File: config.mk
export PLATFORM = sky130hd
export DESIGN_NAME = paddle_scan_ctrl
export DESIGN_NICKNAME = d
export VERILOG_FILES = /design/src/rtl/paddle_scan_pkg.sv /design/src/rtl/paddle_scan_ctrl_rr_arbiter.sv /design/src/rtl/paddle_scan_ctrl.sv
export SDC_FILE = /design/constraint.sdc
export NUM_CORES = 1
export LEC_CHECK = 0
export CORE_UTILIZATION = 50
export CTS_CLUSTER_SIZE = 40
export DETAILED_ROUTE_END_ITERATION = 10
export PLACE_DENSITY = 0.86
export RECOVER_POWER = 25
export SYNTH_ARGS = -nofsm -noshare
export SYNTH_HDL_FRONTEND = slang
export SYNTH_SLANG_ARGS = --single-unit
File: constraint.sdc
create_clock -name clk -period 3.5 [get_ports clk]
set_input_delay 0.7 -clock clk [delete_from_list [all_inputs] [get_ports clk]]
set_output_delay 0.7 -clock clk [all_outputs]
set_load 0.02 [all_outputs]
File: src/rtl/paddle_scan_pkg.sv
// Shared definitions for the paddle ADC scan controller and its SPI engine:
// FSM state encoding, ADC/result widths and channel-index helpers.
package paddle_scan_pkg;

    localparam int ADC_W  = 12;
    localparam int RES_W  = 10;
    localparam int CHAN_W = 3;

    typedef enum logic [1:0] {
        ST_IDLE    = 2'd0,
        ST_ISSUE   = 2'd1,
        ST_WAIT    = 2'd2,
        ST_CAPTURE = 2'd3
    } scan_state_e;

    // Channel after chan, wrapping from nchan-1 back to 0.
    function automatic logic [CHAN_W-1:0] next_chan(input logic [CHAN_W-1:0] chan,
                                                    input int nchan);
        return (int'(chan) >= nchan - 1) ? '0 : chan + 1'b1;
    endfunction

endpackage

File: src/rtl/paddle_scan_ctrl_rr_arbiter.sv
// Round-robin grant search: first set bit at or above ptr, otherwise the
// first set bit below ptr (i.e. an upward search that wraps to 0).
module rr_arbiter
    import paddle_scan_pkg::*;
#(
    parameter int N = 4
) (
    input  logic [N-1:0]      req_vec,
    input  logic [CHAN_W-1:0] ptr,
    output logic [CHAN_W-1:0] grant,
    output logic              valid
);

    logic              hi_hit;
    logic              lo_hit;
    logic [CHAN_W-1:0] hi_idx;
    logic [CHAN_W-1:0] lo_idx;

    // NOTE: every variable gets a default before the loop, so no latch is inferred.
    always_comb begin
        hi_hit = 1'b0;
        lo_hit = 1'b0;
        hi_idx = '0;
        lo_idx = '0;
        // Descending scan: the lowest matching index in each half is written last.
        for (int c = N - 1; c >= 0; c--) begin
            if (req_vec[c]) begin
                if (CHAN_W'(c) >= ptr) begin
                    hi_hit = 1'b1;
                    hi_idx = CHAN_W'(c);
                end else begin
                    lo_hit = 1'b1;
                    lo_idx = CHAN_W'(c);
                end
            end
        end
        valid = hi_hit | lo_hit;
        grant = hi_hit ? hi_idx : lo_idx;
    end

endmodule

File: src/rtl/paddle_scan_ctrl.sv
// Schedules per-channel ADC conversions onto a single SPI ADC engine with
// round-robin fairness, a WAIT timeout, and registered one-cycle strobes.
module paddle_scan_ctrl
    import paddle_scan_pkg::*;
#(
    parameter int NCHAN   = 4,
    parameter int TIMEOUT = 64
) (
    input  logic              clk,
    input  logic              reset,
    input  logic [NCHAN-1:0]  req,
    input  logic [NCHAN-1:0]  en,
    output logic              spi_start,
    output logic [CHAN_W-1:0] spi_chan,
    input  logic              spi_done,
    input  logic [ADC_W-1:0]  spi_data,
    output logic              rd_valid,
    output logic [CHAN_W-1:0] rd_chan,
    output logic [RES_W-1:0]  rd_data,
    output logic              timeout_err
);

    localparam int CNT_W = (TIMEOUT > 2) ? $clog2(TIMEOUT) : 1;
    localparam logic [CNT_W-1:0] CNT_LAST = CNT_W'(TIMEOUT - 1);

    scan_state_e       state_q, state_d;
    logic [NCHAN-1:0]  pending_q, pending_d;
    logic [CHAN_W-1:0] ptr_q, ptr_d;
    logic [CHAN_W-1:0] grant_q, grant_d;
    logic [CNT_W-1:0]  cnt_q, cnt_d;
    logic              spi_start_q, spi_start_d;
    logic              rd_valid_q, rd_valid_d;
    logic [CHAN_W-1:0] rd_chan_q, rd_chan_d;
    logic [RES_W-1:0]  rd_data_q, rd_data_d;
    logic              timeout_q, timeout_d;
    logic              clr;
    logic [CHAN_W-1:0] arb_grant;
    logic              arb_valid;
    logic              unused_adc_lsbs;

    assign unused_adc_lsbs = ^spi_data[ADC_W-RES_W-1:0];

    rr_arbiter #(.N(NCHAN)) u_arb (
        .req_vec (pending_q & en),
        .ptr     (ptr_q),
        .grant   (arb_grant),
        .valid   (arb_valid)
    );

    always_comb begin
        state_d     = state_q;
        grant_d     = grant_q;
        ptr_d       = ptr_q;
        cnt_d       = cnt_q;
        clr         = 1'b0;
        spi_start_d = 1'b0;
        rd_valid_d  = 1'b0;
        timeout_d   = 1'b0;
        rd_chan_d   = rd_chan_q;
        rd_data_d   = rd_data_q;
        case (state_q)
            ST_IDLE: begin
                if (arb_valid) begin
                    grant_d     = arb_grant;
                    spi_start_d = 1'b1;
                    state_d     = ST_ISSUE;
                end
            end
            ST_ISSUE: begin
                cnt_d   = '0;
                state_d = ST_WAIT;
            end
            ST_WAIT: begin
                if (spi_done) begin
                    rd_valid_d = 1'b1;
                    rd_chan_d  = grant_q;
                    rd_data_d  = spi_data[ADC_W-1:ADC_W-RES_W];
                    state_d    = ST_CAPTURE;
                end else if (cnt_q == CNT_LAST) begin
                    timeout_d = 1'b1;
                    clr       = 1'b1;
                    ptr_d     = next_chan(grant_q, NCHAN);
                    state_d   = ST_IDLE;
                end else begin
                    cnt_d = cnt_q + 1'b1;
                end
            end
            ST_CAPTURE: begin
                clr     = 1'b1;
                ptr_d   = next_chan(grant_q, NCHAN);
                state_d = ST_IDLE;
            end
            default: state_d = ST_IDLE;
        endcase
        // A request arriving in the clearing cycle survives the clear.
        pending_d = (pending_q & ~(clr ? ({{(NCHAN-1){1'b0}}, 1'b1} << grant_q) : '0)) | req;
    end

    // NOTE: state is updated with non-blocking assignments only, so every
    // register samples the pre-edge values of the others.
    always_ff @(posedge clk) begin
        if (reset) begin
            state_q     <= ST_IDLE;
            pending_q   <= '0;
            ptr_q       <= '0;
            grant_q     <= '0;
            cnt_q       <= '0;
            spi_start_q <= 1'b0;
            rd_valid_q  <= 1'b0;
            rd_chan_q   <= '0;
            rd_data_q   <= '0;
            timeout_q   <= 1'b0;
        end else begin
            state_q     <= state_d;
            pending_q   <= pending_d;
            ptr_q       <= ptr_d;
            grant_q     <= grant_d;
            cnt_q       <= cnt_d;
            spi_start_q <= spi_start_d;
            rd_valid_q  <= rd_valid_d;
            rd_chan_q   <= rd_chan_d;
            rd_data_q   <= rd_data_d;
            timeout_q   <= timeout_d;
        end
    end

    assign spi_start   = spi_start_q;
    assign spi_chan    = grant_q;
    assign rd_valid    = rd_valid_q;
    assign rd_chan     = rd_chan_q;
    assign rd_data     = rd_data_q;
    assign timeout_err = timeout_q;

endmodule

# Word level (Yosys, flattened, before mapping)
# Index checks and enable logic that the tools add are counted.
word_totals:
  register_bits: 34
  out_inout_bits: 19
  elab_cells: 94
  in_bits: 23
op_classes:
  mux: 50
  order_cmp: 5
  shift: 1
  n_reduce_logical: 10
  n_addsub: 2
  bitwise: 7
  eq_ne: 9
op_table:
  columns: ["op", "n"]
  rows:
  - ["$mux W3", 18]
  - ["$mux W1", 20]
  - ["$mux W6", 2]
  - ["$pmux W6 S2", 1]
  - ["$mux W2", 5]
  - ["$and A4 B4 Y4", 2]
  - ["$ne A2 B2 Y1 const B", 4]
  - ["$pmux W2 S4", 1]
  - ["$add A6 B1 Y6 const B", 1]
  - ["$eq A6 B6 Y1 const B", 1]
  - ["$ge A1 B3 Y1 const A", 2]
  - ["$ge A2 B3 Y1 const A", 2]
  - ["$pmux W3 S2", 1]
  - ["$reduce_and A2 Y1", 3]
  - ["$reduce_and A3 Y1", 2]
  - ["$eq A2 B2 Y1 const B", 2]
  - ["$mux W4", 1]
  - ["$not A4 Y4", 1]
  - ["$or A4 B4 Y4", 1]
  - ["$reduce_bool A2 Y1", 2]
  - ["$reduce_or A2 Y1", 2]
  - ["$shl A1 B3 Y4 const A", 1]
  - ["$add A3 B1 Y3 const B", 1]
  - ["$ge A3 B2 Y1 const B", 1]
  - ["other kinds (6)", 7]

# Longest topological paths before layout
# Gate-level depths: netlist of the first run.
logic_depth:
  word_depth: 12
  ltp_mapped: 5
  mapped_depth_nobuf: 5

# Cells and area by module
# A second synthesis of the first run with hierarchy kept.
unflattened:
  cells_unflattened: 192
  hier_area_um2: 1586.5
by_module_without_submodules:
  columns: ["module", "area_each_um2", "cells_each", "seq_area_each_um2", "n_inst"]
  rows:
  - ["paddle_scan_ctrl", 1471.4, 173, 680.7, 1]
  - ["rr_arbiter", 115.1, 19, 0.0, 1]

# Worst setup path before layout of the first run
# No wires, ideal clock.
synth_timing:
  kind: "input -> register"
  startpoint: "input port spi_done"
  endpoint: "register ptr_q[0]"
  path_buffers: 1
  arrival_ns: 1.586
  path_stages: 5
  t_required_ns: 3.430
  setup_slack_ns: 1.844
  setup_time_ns: 0.070
  cell_sequence: "and3b_1 > buf_4 > a21oi_4 > or4_1 > a21oi_1"
synth_via:
  elab_chain_len: 2
synth_rtl:
  columns: ["element", "line_no", "text"]
  rows:
  - ["start: declaration", "paddle_scan_ctrl.sv:15", "input logic spi_done,"]
  - ["$ne A2 B2 Y1 (no line)", null, null]
  - ["$reduce_and A3 Y1 (no line)", null, null]
  - ["end signal: assignment", "paddle_scan_ctrl.sv:116", "ptr_q <= ptr_d;"]
  - ["end: declaration", "paddle_scan_ctrl.sv:28", "logic [CHAN_W-1:0] ptr_q, ptr_d;"]
# Every way passes these cells.
# A chain may end at the register's enable or synchronous reset.

# Worst setup path in the final report of the first run
layout_timing:
  startpoint: "register grant_q[0], in the netlist spi_chan[0]"
  endpoint: "output port spi_chan[0]"
layout_lines:
  columns: ["element", "line_no", "text"]
  rows:
  - ["start: declaration", "paddle_scan_ctrl.sv:29", "logic [CHAN_W-1:0] grant_q, grant_d;"]
  - ["start signal: assignment", "paddle_scan_ctrl.sv:117", "grant_q <= grant_d;"]
  - ["end: declaration", "paddle_scan_ctrl.sv:14", "output logic [CHAN_W-1:0] spi_chan,"]
# No word-level cell between the ends.

==> results.txt, run 1 <==
- Crit path capture type: primary output
* Number of buffers added for setup after CTS: 0
- Slew @ Worst Pin: around 1.1 ns
- Dominant cells by area after synthesis: sky130_fd_sc_hd__dfxtp_1 (43%), sky130_fd_sc_hd__nand2_1 (7.8%), sky130_fd_sc_hd__a21oi_1 (6.3%)
- The final count of pins violating max slew was 0.
* Routed wirelength normalized by instance count: 13.53 µm
* TritonCTS buffer count: 5
* Via count of the first global-routing pass: ~1,300
* Worst hold path type: register to register
- Subtracting the final worst setup slack from the clock period gives approximately 2.2 ns.
- Net switching is between 20% and 30% of the power.
* Standby leakage power: about 0.00066 µW
- Dividing total power by cell area gives a power density of 385.2 nW/µm².
- Number of register bits inferred by synthesis: 31
* Clock slew at reported path FFs: 0.09 ns
- For this configuration, the core starts out at a cell density of 52.59%.
* CTS tree: yes
- Status: finished, final reports clean
- Worst hold slack after final layout: 0.4605 ns
* Setup Skew: approximately 0.011 ns
* Sw Pwr: around 200 µW
* Synth Warn #: 0
- The library cell used most frequently in the layout, excluding fill and tap cells, is sky130_fd_sc_hd__clkdlybuf4s50_1.
* Bufs on Longest Clock Path: 2
- Fraction of the cycle the final worst path needs: between 60% and 70%
* Die area: 3094 µm²
- Die Span X: 55.62 µm
- Portion of total power attributed to the clock network: between 20% and 30%
* Net total in the final layout: 236
- Remaining antenna violation count after routing: 0
- Antenna violations before repair: 0
- The total area inside the core boundary comes to between 2000 and 3000 µm².
- Quantity of gates resized following cts: 0
* Final-report setup violation count: 0
* Achievable clock frequency: about 460 MHz
- Clock latency at the later pin of the worst-skew pair: between 0.3 and 0.4 ns
* Routed vias/inst: 5.625
* Required time worst endpoint: ~2.8 ns
- Routed via count: between 1,000 and 1,500
- Startpoint types: register
- Row count: 19
- Gr ovfl total: 0
* H-tree Lvls: 2
* Final sum of negative setup slack: 0 ns
- Worst EP arrival: ~1.5 ns
- Number of library cell types mapped by synthesis: 41
- For this run, the slowest stage of the critical path takes between 0.6 and 0.7 ns.
* Synth-to-layout area growth: 28.55%
* Ant. Diodes: 0
- The first global-routing pass estimated around 5500 µm of wire.
- Number of buffer and inverter stages on the critical path: 1
- At the end of the flow the core is filled with cells to 67.60%.
* CP max-delay cell: sky130_fd_sc_hd__clkdlybuf4s50_1
* Max_slew headroom: 29.75%
* Global router's overall resource usage: about a quarter
- Final weighted congestion in routability-driven placement: approximately 0.85
* Unrepaired setup endpoints after global routing: no
- In the layout the commonest cells are sky130_fd_sc_hd__clkdlybuf4s50_1 (36), sky130_fd_sc_hd__dfxtp_1 (31), sky130_fd_sc_hd__nand2_1 (30), sky130_fd_sc_hd__a21oi_1 (18), sky130_fd_sc_hd__nor2_1 (13).
- The tree is rooted in a sky130_fd_sc_hd__clkbuf_4.
* Top-level port count: 42
- A synthesized cell averages around 8.3 µm².
- Entering global routing, the biggest net connects 32 pins.
* Total power draw: about 700 µW
* Port bufs: 37
* Max-Cap Viols: 0
* Path type of the worst setup path: register to primary output
- The filler cells instantiated in the layout total 236.
* Cell Chain, Critical Path: clkdlybuf4s50_1
- Post-route DRC: 0
- Fin. Hold Viols: 0
- Number of hold buffers added after cts: 0
- The top cell type by area accounts for 43.17% of the synthesized area.
- Summed over all nets, the half-perimeter wirelength after detailed placement is around 2400 µm.
- Min setup slack post-route: 1.333 ns
- Instance count of the mapped netlist: roughly 170
* Post-synthesis cell type with the largest combined area: sky130_fd_sc_hd__dfxtp_1
- Number of clock sinks seen by CTS: 31
- Before antenna repair, the detailed router went through 5 iterations.
- VDD sags by at most 0.0003077 V.
- Sequential element share of the synthesized area: about 43%
- Fraction of power consumed by combinational cells: approximately 18%
- Worst Path Max Fanout: 7
- Cells with a size suffix above 1 make up ~4.3% of the layout.
* Post-detailed-routing wire length: approximately 3200 µm
- Internal Power: 509.2 µW
* Top Family by Delay on Critical Path: buffers and inverters
- In this run the vertical extent of the chip is about 56 µm.
- The first routing iteration left 41 violations.
- Setup WS pre-CTS: 1.058 ns
* Sequential power share: between 50% and 60%
* Mapped cell area: 1438 µm²
==> power by group through the flow <==
stage	registers, µW	logic (µW)	clock network (µW)
after floorplan	401	68.3	0
after global placement	399	119	0
after detailed placement	401	125	0
after CTS	393	125	198
after global routing	397	136	219
final	393	124	194
==> area by class of cell <==
| class | count | area [µm²] | share of cell area (%) |
|---|---|---|---|
| clock inverters | 1 | 5.005 | 0.2708 |
| inverters | 11 | 41.29 | 2.234 |
| repair buffers | 37 | 370.4 | 20.04 |
| well taps | 31 | 38.79 | 2.099 |
| flip-flops and latches | 31 | 620.6 | 33.58 |
| clock buffers | 7 | 45.04 | 2.437 |
| multi-input cells | 122 | 726.9 | 39.34 |
==> cells by family after synthesis <==
group                    count (synthesis)  synth area share [%]
XOR/XNOR                                 2                 1.219
buffers and inverters                   21                 6.527
AND/OR/NAND/NOR                         69                 23.33
adder cells (fa/ha/maj)                  5                 4.352
flip-flops                              31                 43.17
AO/OA/AOI/OAI                           44                 21.15
other                                    1                0.2608
==> registers in the layout (all words and copies together), names as in the netlist <==
signal       count
cnt_q            6
pending_q        4
ptr_q            2
rd_chan          2
rd_data         10
rd_valid         1
spi_chan         2
spi_start        1
state_q          2
timeout_err      1
==> worst paths after layout <==
kind,start,end,slack [ns],cells after the start
setup reg to reg,cnt_q[0],ptr_q[0],1.80,5
hold / removal,rd_data[8],rd_data[8],0.46,2
setup / recovery,spi_chan[0],spi_chan[0],1.33,1
hold reg to reg,rd_data[8],rd_data[8],0.46,2
==> per-stage QoR <==
step / instances / area (µm²)
5_1_grt: 240 / 1848
4_1_cts: 240 / 1848
2_1_floorplan: 174 / 1441
3_3_place_gp: 232 / 1798
6_report: 240 / 1848
3_5_place_dp: 232 / 1798
==> per-layer routing <==
layer,up-vias,track usage [%],wire [µm]
met2,44,41.31,1715
met1,624,25.26,1319
li1,677,-,-
met4,0,10.71,53
met5,-,0,0
met3,5,7.209,160
==> cells in the mapped netlist (all sizes together) <==
cell	n
clkbuf	2
a22oi	2
a31oi	3
buf	8
nand4b	1
nand2	30
o21ai	3
nand4	2
nor3b	1
o32ai	2
a2111oi	1
and3b	1
and3	1
dfxtp	31
a21boi	1
a311oi	5
a32oi	1
a22o	2
ha	5
nor2	13
nand2b	3
conb	1
nor3	3
o211ai	1
or4	1
xnor2	2
nand3	3
nand3b	5
a21o	1
and2	1
o31ai	1
nor4	2
a2bb2oi	1
a21oi	19
inv	11
nor2b	1
and4b	1
a211oi	1
Power figures use the tool's default switching activity.
==> run 2, diff against run 1 <==
Settings changed: CORE_UTILIZATION 50 to 42, PLACE_DENSITY 0.86 to 0.77.
Clock period 3.5 ns to 1.9 ns, I/O delays scaled along.
==> results.txt, run 2 (synthesis results as in run 1) <==
* 1st-pass router iterations: 4 (-1)
* Met1 Routed Length: 1353 µm (+2.6%)
* Global router's overall resource usage: 18.85% (-4.5 points)
- H-tree Lvls: 2 (unchanged)
* Uppermost routed layer: met4
* Number of clock sinks seen by CTS: 31 (unchanged)
* TritonCTS buffer count: 5 (unchanged)
- First-pass GRT wire length: 4974 µm (-9.5%)
* Top Family by Delay on Critical Path: buffers and inverters
- The die footprint was 3661 µm² (+18%).
- The signal on the critical path passes through clkdlybuf4s50_1.
* Fin. Hold Viols: 0 (unchanged)
- In this run the worst hold path is classified as register to register.
* Area of the core: 3153 µm² (+15%)
- Setup repair after global routing left no endpoint under its margin.
- Post-route DRC: 0 (unchanged)
- The summed negative setup slack over all endpoints came to 0 ns (unchanged).
- The overall power of the completed layout came to 1311 µW (+84%).
* Bufs on Longest Clock Path: 2 (unchanged)
- The reported net switching power is 367.6 µW (+81%).
- CP max-delay cell: sky130_fd_sc_hd__clkdlybuf4s50_1
* Fraction of the cycle the final worst path needs: 88.54%
* Sequential power share: 55.1% (about the same)
- The placer congestion estimate was 0.9141 (+7.8%).
- The overall die height was 60.51 µm (+8.8%).
- The worst path buffer plus inverter count was 1 (unchanged).
- Standby leakage power: 0.0006802 µW (+3.7%)
- Largest net degree at the start of global routing: 32 (unchanged)
* Routed vias/inst: 5.295 (-5.9%)
- CTS root buffer: sky130_fd_sc_hd__clkbuf_4
* Ant. Diodes: 0 (unchanged)
* Most frequent standard cell in the layout excluding fill and tap cells: sky130_fd_sc_hd__clkdlybuf4s50_1
- Critical path's largest stage delay: 0.62 ns (-0.04 ns)
- Final core occ: 60.40% (-7.2 points)
- Max-slew violations: 0 (unchanged)
- Startpoint types: register
- The maximum fanout encountered on the critical timing path came to 2 (-5).
- Pwr dens: 688.3 nW/µm² (+79%)
* Initial Utilization: 45.60% (-7.0 points)
* Routed wirelength normalized by instance count: 12.45 µm (-8.0%)
- Remaining antenna violation count after routing: 0 (unchanged)
* Placed Instance Area: 1864 µm² (+3.7%)
- Max reg flops: 10 (unchanged)
* Wire length on met2: 1603 µm (-6.5%)
- The count of final setup violators is 0 (unchanged).
- Path type of the worst setup path: register to primary output
- Clock latency at the later pin of the worst-skew pair: 0.32 ns (about the same)
* Number of hold buffers added after cts: 0 (unchanged)
* Setup Skew: 0.003505 ns (-0.007709 ns)
- The number of primary I/O pins was 42 (unchanged).
* Gr ovfl total: 0 (unchanged)
- The proportion of total power due to net switching is 28.05% (-0.43 points).
* Portion of total power attributed to the clock network: 26.7% (-0.6 points)
- The relative contribution of combinational cells to total power is 18.2% (+0.7 points).
- The cell count after placement is 250 (+7.8%).
- Internal Power: 943.1 µW (+85%)
- The count of input and output buffers was 37 (unchanged).
- Most used cells in the layout excluding fill and tap cells: sky130_fd_sc_hd__clkdlybuf4s50_1 (34), sky130_fd_sc_hd__dfxtp_1 (31), sky130_fd_sc_hd__nand2_1 (30), sky130_fd_sc_hd__a21oi_1 (18), sky130_fd_sc_hd__nor2_1 (13)
- Required time worst endpoint: 1.52 ns (-1.28 ns)
- The total via count in the routed design came to 1,366 (+1.2%).
- TritonCTS built the clock tree.
- From synthesis to final layout, the design area changed by 32.46%.
* Crit path capture type: primary output
* Final cell area excluding filler cells: 1904 µm² (+3.0%)
- Row count: 20 (+1)
- The run finished with clean final reports.
- Worst-case vdd ir drop: 0.0004195 V (+36%)
- Final cell count without fillers: 258 (+7.5%)
- The clock input transition at the sequential cells of the worst setup and hold paths came to 0.09 ns (about the same).
- Final HPWL DP: 2390 µm (-1.8%)
- Via count of the first global-routing pass: 1,193 (-7.5%)
* FILL cells: 307 (+30%)
- Worst EP arrival: 1.30 ns (-0.17 ns)
* Achievable clock frequency: 594.4 MHz
- Net total in the final layout: 241 (+2.1%)
- Time the worst path needs with I/O delays and setup: roughly 1.7 ns
* Total length of routed met3 wires: 163 µm (+1.9%)
* Max-Cap Viols: 0 (unchanged)
* Initial DRC Count: 59 (+44%)
- The minimum setup slack among reg-to-reg paths is 0.22 ns (-1.58 ns).
- The share of final-layout standard cells stronger than drive strength 1 is 6.075% (+1.8 points).
* Antenna violations before repair: 0 (unchanged)
- The total wire length was 3212 µm (-1.1%).
- The horizontal extent of the die came to 60.51 µm (+8.8%).
run 2: metal layers:
layer  vias to the layer above  GRT usage, %
met2                        43         32.97
li1                        684             -
met5                         -             0
met3                        11         4.691
met1                       628         20.53
met4                         0         11.36
run 2: worst paths after layout:
path / end / start / cells after the start
worst max-delay path: spi_chan[1] / spi_chan[1] / 1
worst min-delay path: rd_data[8] / rd_data[8] / 2
worst max register to register: ptr_q[0] / cnt_q[0] / 5
worst min register to register: rd_data[8] / rd_data[8] / 2
run 2: metrics by stage:
stage,setup WS [ns],hold WS [ns]
final,0.2177,0.4577
after global routing,0.07108,0.4782
after CTS,0.02617,0.4618
after detailed placement,0.08837,0.4488
after global placement,0.1311,0.4410
after floorplan,0.3782,0.4519
run 2: tightest hold or removal path, delay by kind of cell (launching register included):
family | cells | cell delay (ns)
compound gates | 1 | 0.05
simple gates | 1 | 0.05
flops | 1 | 0.32
run 2: layout make-up:
class | count | area, µm² | share of cell area (%)
multi-input combinational | 122 | 726.9 | 38.17
sequential | 31 | 620.6 | 32.59
timing repair buffer | 42 | 410.4 | 21.55
tap | 44 | 55.05 | 2.891
clock buffer | 7 | 45.04 | 2.365
inverter | 11 | 41.29 | 2.168
clock inverter | 1 | 5.005 | 0.2628
run 2: repair_timing:
action | in CTS | in global routing
setup endpoints to repair | 0 | 1
buffers inserted | 0 | 0
resized for setup | 0 | 1
run 2: power by group through the flow:
stage	logic [µW]	registers (µW)	clock network [µW]
finish	238	722	351
global route	264	727	397
CTS	244	722	363
detailed placement	242	737	0
global placement	235	734	0
floorplan	126	738	0
==> patch 1, RTL diff (config.mk and constraints of run 1) <==
The parameter `NCHAN` goes from 4 to 3.
--- a/src/rtl/paddle_scan_ctrl.sv
+++ b/src/rtl/paddle_scan_ctrl.sv
@@ -5,3 +5,3 @@
 #(
-    parameter int NCHAN   = 4,
+    parameter int NCHAN   = 3,
     parameter int TIMEOUT = 64
Interface: changed (resized en and req); port bits go from 42 to 40. No check against the original RTL was run, so the function may have changed too.
==> patch 1 against run 1 <==
Die area down 3.9%. Critical path depth grew 3. Worst setup slack worse by 0.038 ns. Non-clock buffer count is 1 lower. Routed wire length decreased by 5.7%. Power up 9.6%. Synthesized area fell by 4.1%. Cell count down 5.8%. Utilization up 2.3 points. Final area shrank 3.8%. Sequential cell count unchanged. Clock power is 50% higher. Critical endpoint is now spi_chan[1].
==> patch 1: results (changes against run 1) <==
[run_status]
run_status=completed

[clocking]
clockBufferDepth=2  ; unchanged
cts_buffers=5  ; unchanged
clk_latency_ns=0.33  ; about the same
h-tree-depth=2  ; unchanged
path_clk_slew_ns=0.10
root_buffer=clkbuf_4
cts_setup_buffers=0  ; unchanged

[layout]
n_antenna_cell=0  ; unchanged
final_layout_size_suffix_gt1_share_pct=7.14  ; +2.8 points
largest_reg_flops=10  ; unchanged
nets=217  ; -8.1%
fill_cells=208  ; -12%
register_area_um2=621  ; unchanged

[detailed_routing]
drt_pre_antenna_iters=4  ; -1
drt-initial-drc-count=16  ; -61%
wl_per_cell_um=13.6  ; +0.15%
vias=1303  ; -3.5%

[global_routing]
use_met2_pct=44.1  ; +2.8 points
grt_max_degree=23  ; -28%
grt_pass1_vias=1225  ; -5.0%
grt_first_pass_wirelength_mm=5.15  ; -6.3%
gr-usage-met3_pct=6.94  ; -0.26 points
met1_usage_pct=24.9  ; -0.39 points
grtUsageTotal_pct=24.5  ; +1.1 points

[synth]
ys_top_cells_by_count=nand2_1, dfxtp_1, a21oi_1
yosys_warnings=0  ; unchanged
synthTopCellsByArea=dfxtp_1, nand2_1, a21oi_1, mux2i_1, or3_1
synth-seq-area-share_pct=45.0  ; +1.8 points
synth_cell_type_count=39  ; -4.9%

[hold_path]
hold_class=register to register

[placed_design]
place_area_um2=1710  ; -4.7%
dp_hpwl_mm=2.28  ; -6.4%
routabilityCongestion=0.770  ; -9.1%
portBuffers=35  ; -5.4%

[critical_path]
crit_path_max_fanout=22  ; +15
critPathArrivalTime_ns=2.42  ; +0.95 ns

[pwr]
max-vdd-ir-drop_uv=373  ; +21%
p_leak_nw=0.617  ; -6.0%

[timing]
finalSetupViolations=0  ; unchanged
worst_slew_pin_slew_ns=0.754  ; -0.296 ns
clock_skew_ns=0.0136  ; +0.00237 ns

[patch 1: cell count changes in the layout (fill, tap and decap cells not counted), sizes merged, moves of 5 or more]
cell,run 1,this run
nand3b,5,0
a311oi,5,0
inv,11,5
or3,0,6
nor2,13,8
[patch 1: cell families (layout without fill, tap and decap cells)]
family	Yosys count	in the layout	share of synthesized area, %
simple gates	70	70	25.0
fa+ha+maj	1	1	0.907
mux	4	4	2.90
flops	31	31	45.0
compound gates	39	39	20.0
other cells	1	2	0.272
buf+inv	15	49	5.99
[patch 1: worst max-delay path, cell delays in order]
cell           delay [ns]
dlygate4sd3_1        1.02
clkbuf_1             0.44
nor4_1               0.10
o2bb2ai_1            0.15
[patch 1: cell type report]
cell class | count | share of cell area [%]
Inverter | 5 | 1.06
Sequential cell | 31 | 34.9
Clock inverter | 2 | 1.97
Multi-Input combinational cell | 116 | 37.2
Tap cell | 30 | 2.11
Clock buffer | 6 | 2.89
Timing Repair Buffer | 36 | 19.9
[patch 1: power by group]
part | leakage (nW) | total, W | internal [W] | switching (W)
clock | 0.0482 | 0.000291 | 0.000169 | 0.000122
sequential | 0.252 | 0.000384 | 0.000366 | 0.0000174
combinational | 0.317 | 0.000106 | 0.0000515 | 0.0000542
total | 0.617 | 0.000780 | 0.000587 | 0.000194
[patch 1: per-layer routing]
metal,up-vias,share of wire [%]
met2,48,52
li1,638,-
met1,610,41
met4,0,1.6
met3,7,5.2
met5,-,0
[patch 1: path summary, 6_finish.rpt]
check,start,to,slack [ns],cells after the start
worst min register to register,rd_data[3],rd_data[3],0.46,2
worst min-delay path,rd_data[3],rd_data[3],0.46,2
worst max register to register,cnt_q[0],cnt_q[5],1.71,5
worst max-delay path,reset,spi_chan[1],1.30,4
[patch 1: per-stage QoR]
stage	instances	power [W]	setup slack, ns
after floorplan	162	0.000457	1.92
final	226	0.000780	1.30
after CTS	226	0.000786	1.34
after detailed placement	218	0.000500	1.17
after global placement	218	0.000494	1.23
after global routing	226	0.000812	1.19
==> patch 2, RTL diff (config.mk and constraints of run 1) <==
Without the edit above. Make the reset (`reset`) asynchronous in one clocked block.
--- a/src/rtl/paddle_scan_ctrl.sv
+++ b/src/rtl/paddle_scan_ctrl.sv
@@ -100,3 +100,3 @@
     // register samples the pre-edge values of the others.
-    always_ff @(posedge clk) begin
+    always_ff @(posedge clk or posedge reset) begin
         if (reset) begin
Formal check against the unedited RTL: differs if reset is asserted again (counterexample within 4 cycles, from zero or initial values and one cycle with reset high); with reset held inactive, the same outputs for 10 cycles.
==> patch 2 against run 1 <==
The flow now finishes with violations (design-rule violations, max-capacitance violations, max-slew violations). Routed wire length fell by 8.4%. Worst setup slack got worse by 0.17 ns. Sequential cell count did not move. Critical path depth rose by 2. Final area rose by 5.5%. Die area rose by 6.0%. Synthesized area rose by 6.2%.
Power is not compared: it rests on default switching activity, and its combinational part moved more than twofold at a synthesized area within 25%.
==> patch 2: results (changes against run 1) <==
[run_status]
run_status=finished, violations left
violations=design-rule violations, max-capacitance violations, max-slew violations

[detailed_routing]
postRouteWirelength_mm=2.98  ; -8.4%
vias_per_cell=5.75  ; +2.3%
drcViolationCount=12  ; +12
drt_pre_antenna_iters=7  ; +2
drt-initial-drc-count=36  ; -12%

[global_routing]
grtUsageTotal_pct=21.1  ; -2.2 points
grt_first_pass_wirelength_mm=5.24  ; -4.6%
met1_usage_pct=26.1  ; +0.83 points
grt_pass1_vias=1167  ; -9.5%
gr-usage-met3_pct=9.07  ; +1.9 points
use_met2_pct=33.6  ; -7.7 points

[critical_path]
rrSetupSlack_ns=1.75  ; -0.05 ns
rr_endpoint=ptr_q[0]
reg2regPathDepth=4  ; -1
r2r_start=cnt_q[0]
crit_path_max_fanout=31  ; +24

[run]
max_cap_violations=1  ; +1

[synth]
synth_cell_type_count=40  ; -2.4%
synth-seq-area-share_pct=50.8  ; +7.7 points
synthTopCellsByArea=dfrtp_1, nand2_1, mux2_4, ha_1, mux2_1
async_flop_share_pct=100  ; +100 points
synth.area.mux_share_pct=10.7  ; +11 points
synth_xor_area_share_pct=0  ; -1.2 points
synthCells=137  ; -21%

[hold_path]
min_from=pending_q[3]
whs_path_depth=1  ; -1

[placed_design]
dp_hpwl_mm=2.22  ; -8.9%
place_area_um2=1900  ; +5.5%
place_inst=200  ; -14%

[timing]
clock_skew_ns=0.00503  ; -0.00618 ns
holdWs_ns=0.495  ; +0.0346 ns
maxSlewViolCount=32  ; +32
slew_headroom_pct=-10.1  ; -40 points

[layout]
final_cells=207  ; -14%

-- patch 2: area by class of cell --
| cell class | count | area [µm²] |
|---|---|---|
| Clock inverter | 1 | 5.00 |
| Timing Repair Buffer | 38 | 374 |
| Sequential cell | 31 | 776 |
| Multi-Input combinational cell | 92 | 674 |
| Fill cell | 214 | 880 |
| Clock buffer | 6 | 51.3 |
| Tap cell | 31 | 38.8 |
| Inverter | 8 | 30.0 |
-- patch 2: logic make-up after synthesis --
group / after synthesis
adders and majority gates: 5
other: 1
and+or+nand+nor: 49
buffers and inverters: 15
AOI/OAI and AO/OA: 23
muxes: 13
DFF: 31
-- patch 2: power by group through the flow --
| stage | registers, W | clock network, W | logic [W] |
|---|---|---|---|
| 6_report | 0.000612 | 0.000210 | 0.000681 |
| 2_1_floorplan | 0.000686 | 0 | 0.000357 |
| 4_1_cts | 0.000610 | 0.000220 | 0.000687 |
| 3_3_place_gp | 0.000607 | 0 | 0.000664 |
| 5_1_grt | 0.000629 | 0.000235 | 0.000744 |
| 3_5_place_dp | 0.000619 | 0 | 0.000684 |
-- patch 2: worst max path at each step --
stage	to	slack [ns]	cells after the start	start
global placement	ptr_q[0]	1.17	4	spi_done
finish	state_q[0]	1.16	3	reset
CTS	spi_chan[0]	1.34	1	spi_chan[0]
detailed placement	ptr_q[0]	1.16	4	spi_done
global route	cnt_q[0]	0.86	3	reset
floorplan	ptr_q[0]	1.75	4	spi_done
-- patch 2: worst max-delay path, stage by stage --
cell and delay [ns]:
dlygate4sd3_1 0.53, inv_1 0.05, clkbuf_1 1.19
-- patch 2: layer usage --
layer	wire length, µm	part of all wire, %	vias to the layer above
li1	-	-	555
met1	1270	43	586
met2	1440	48	45
met3	233	7.8	5
met4	34	1.1	0
met5	0	0	-
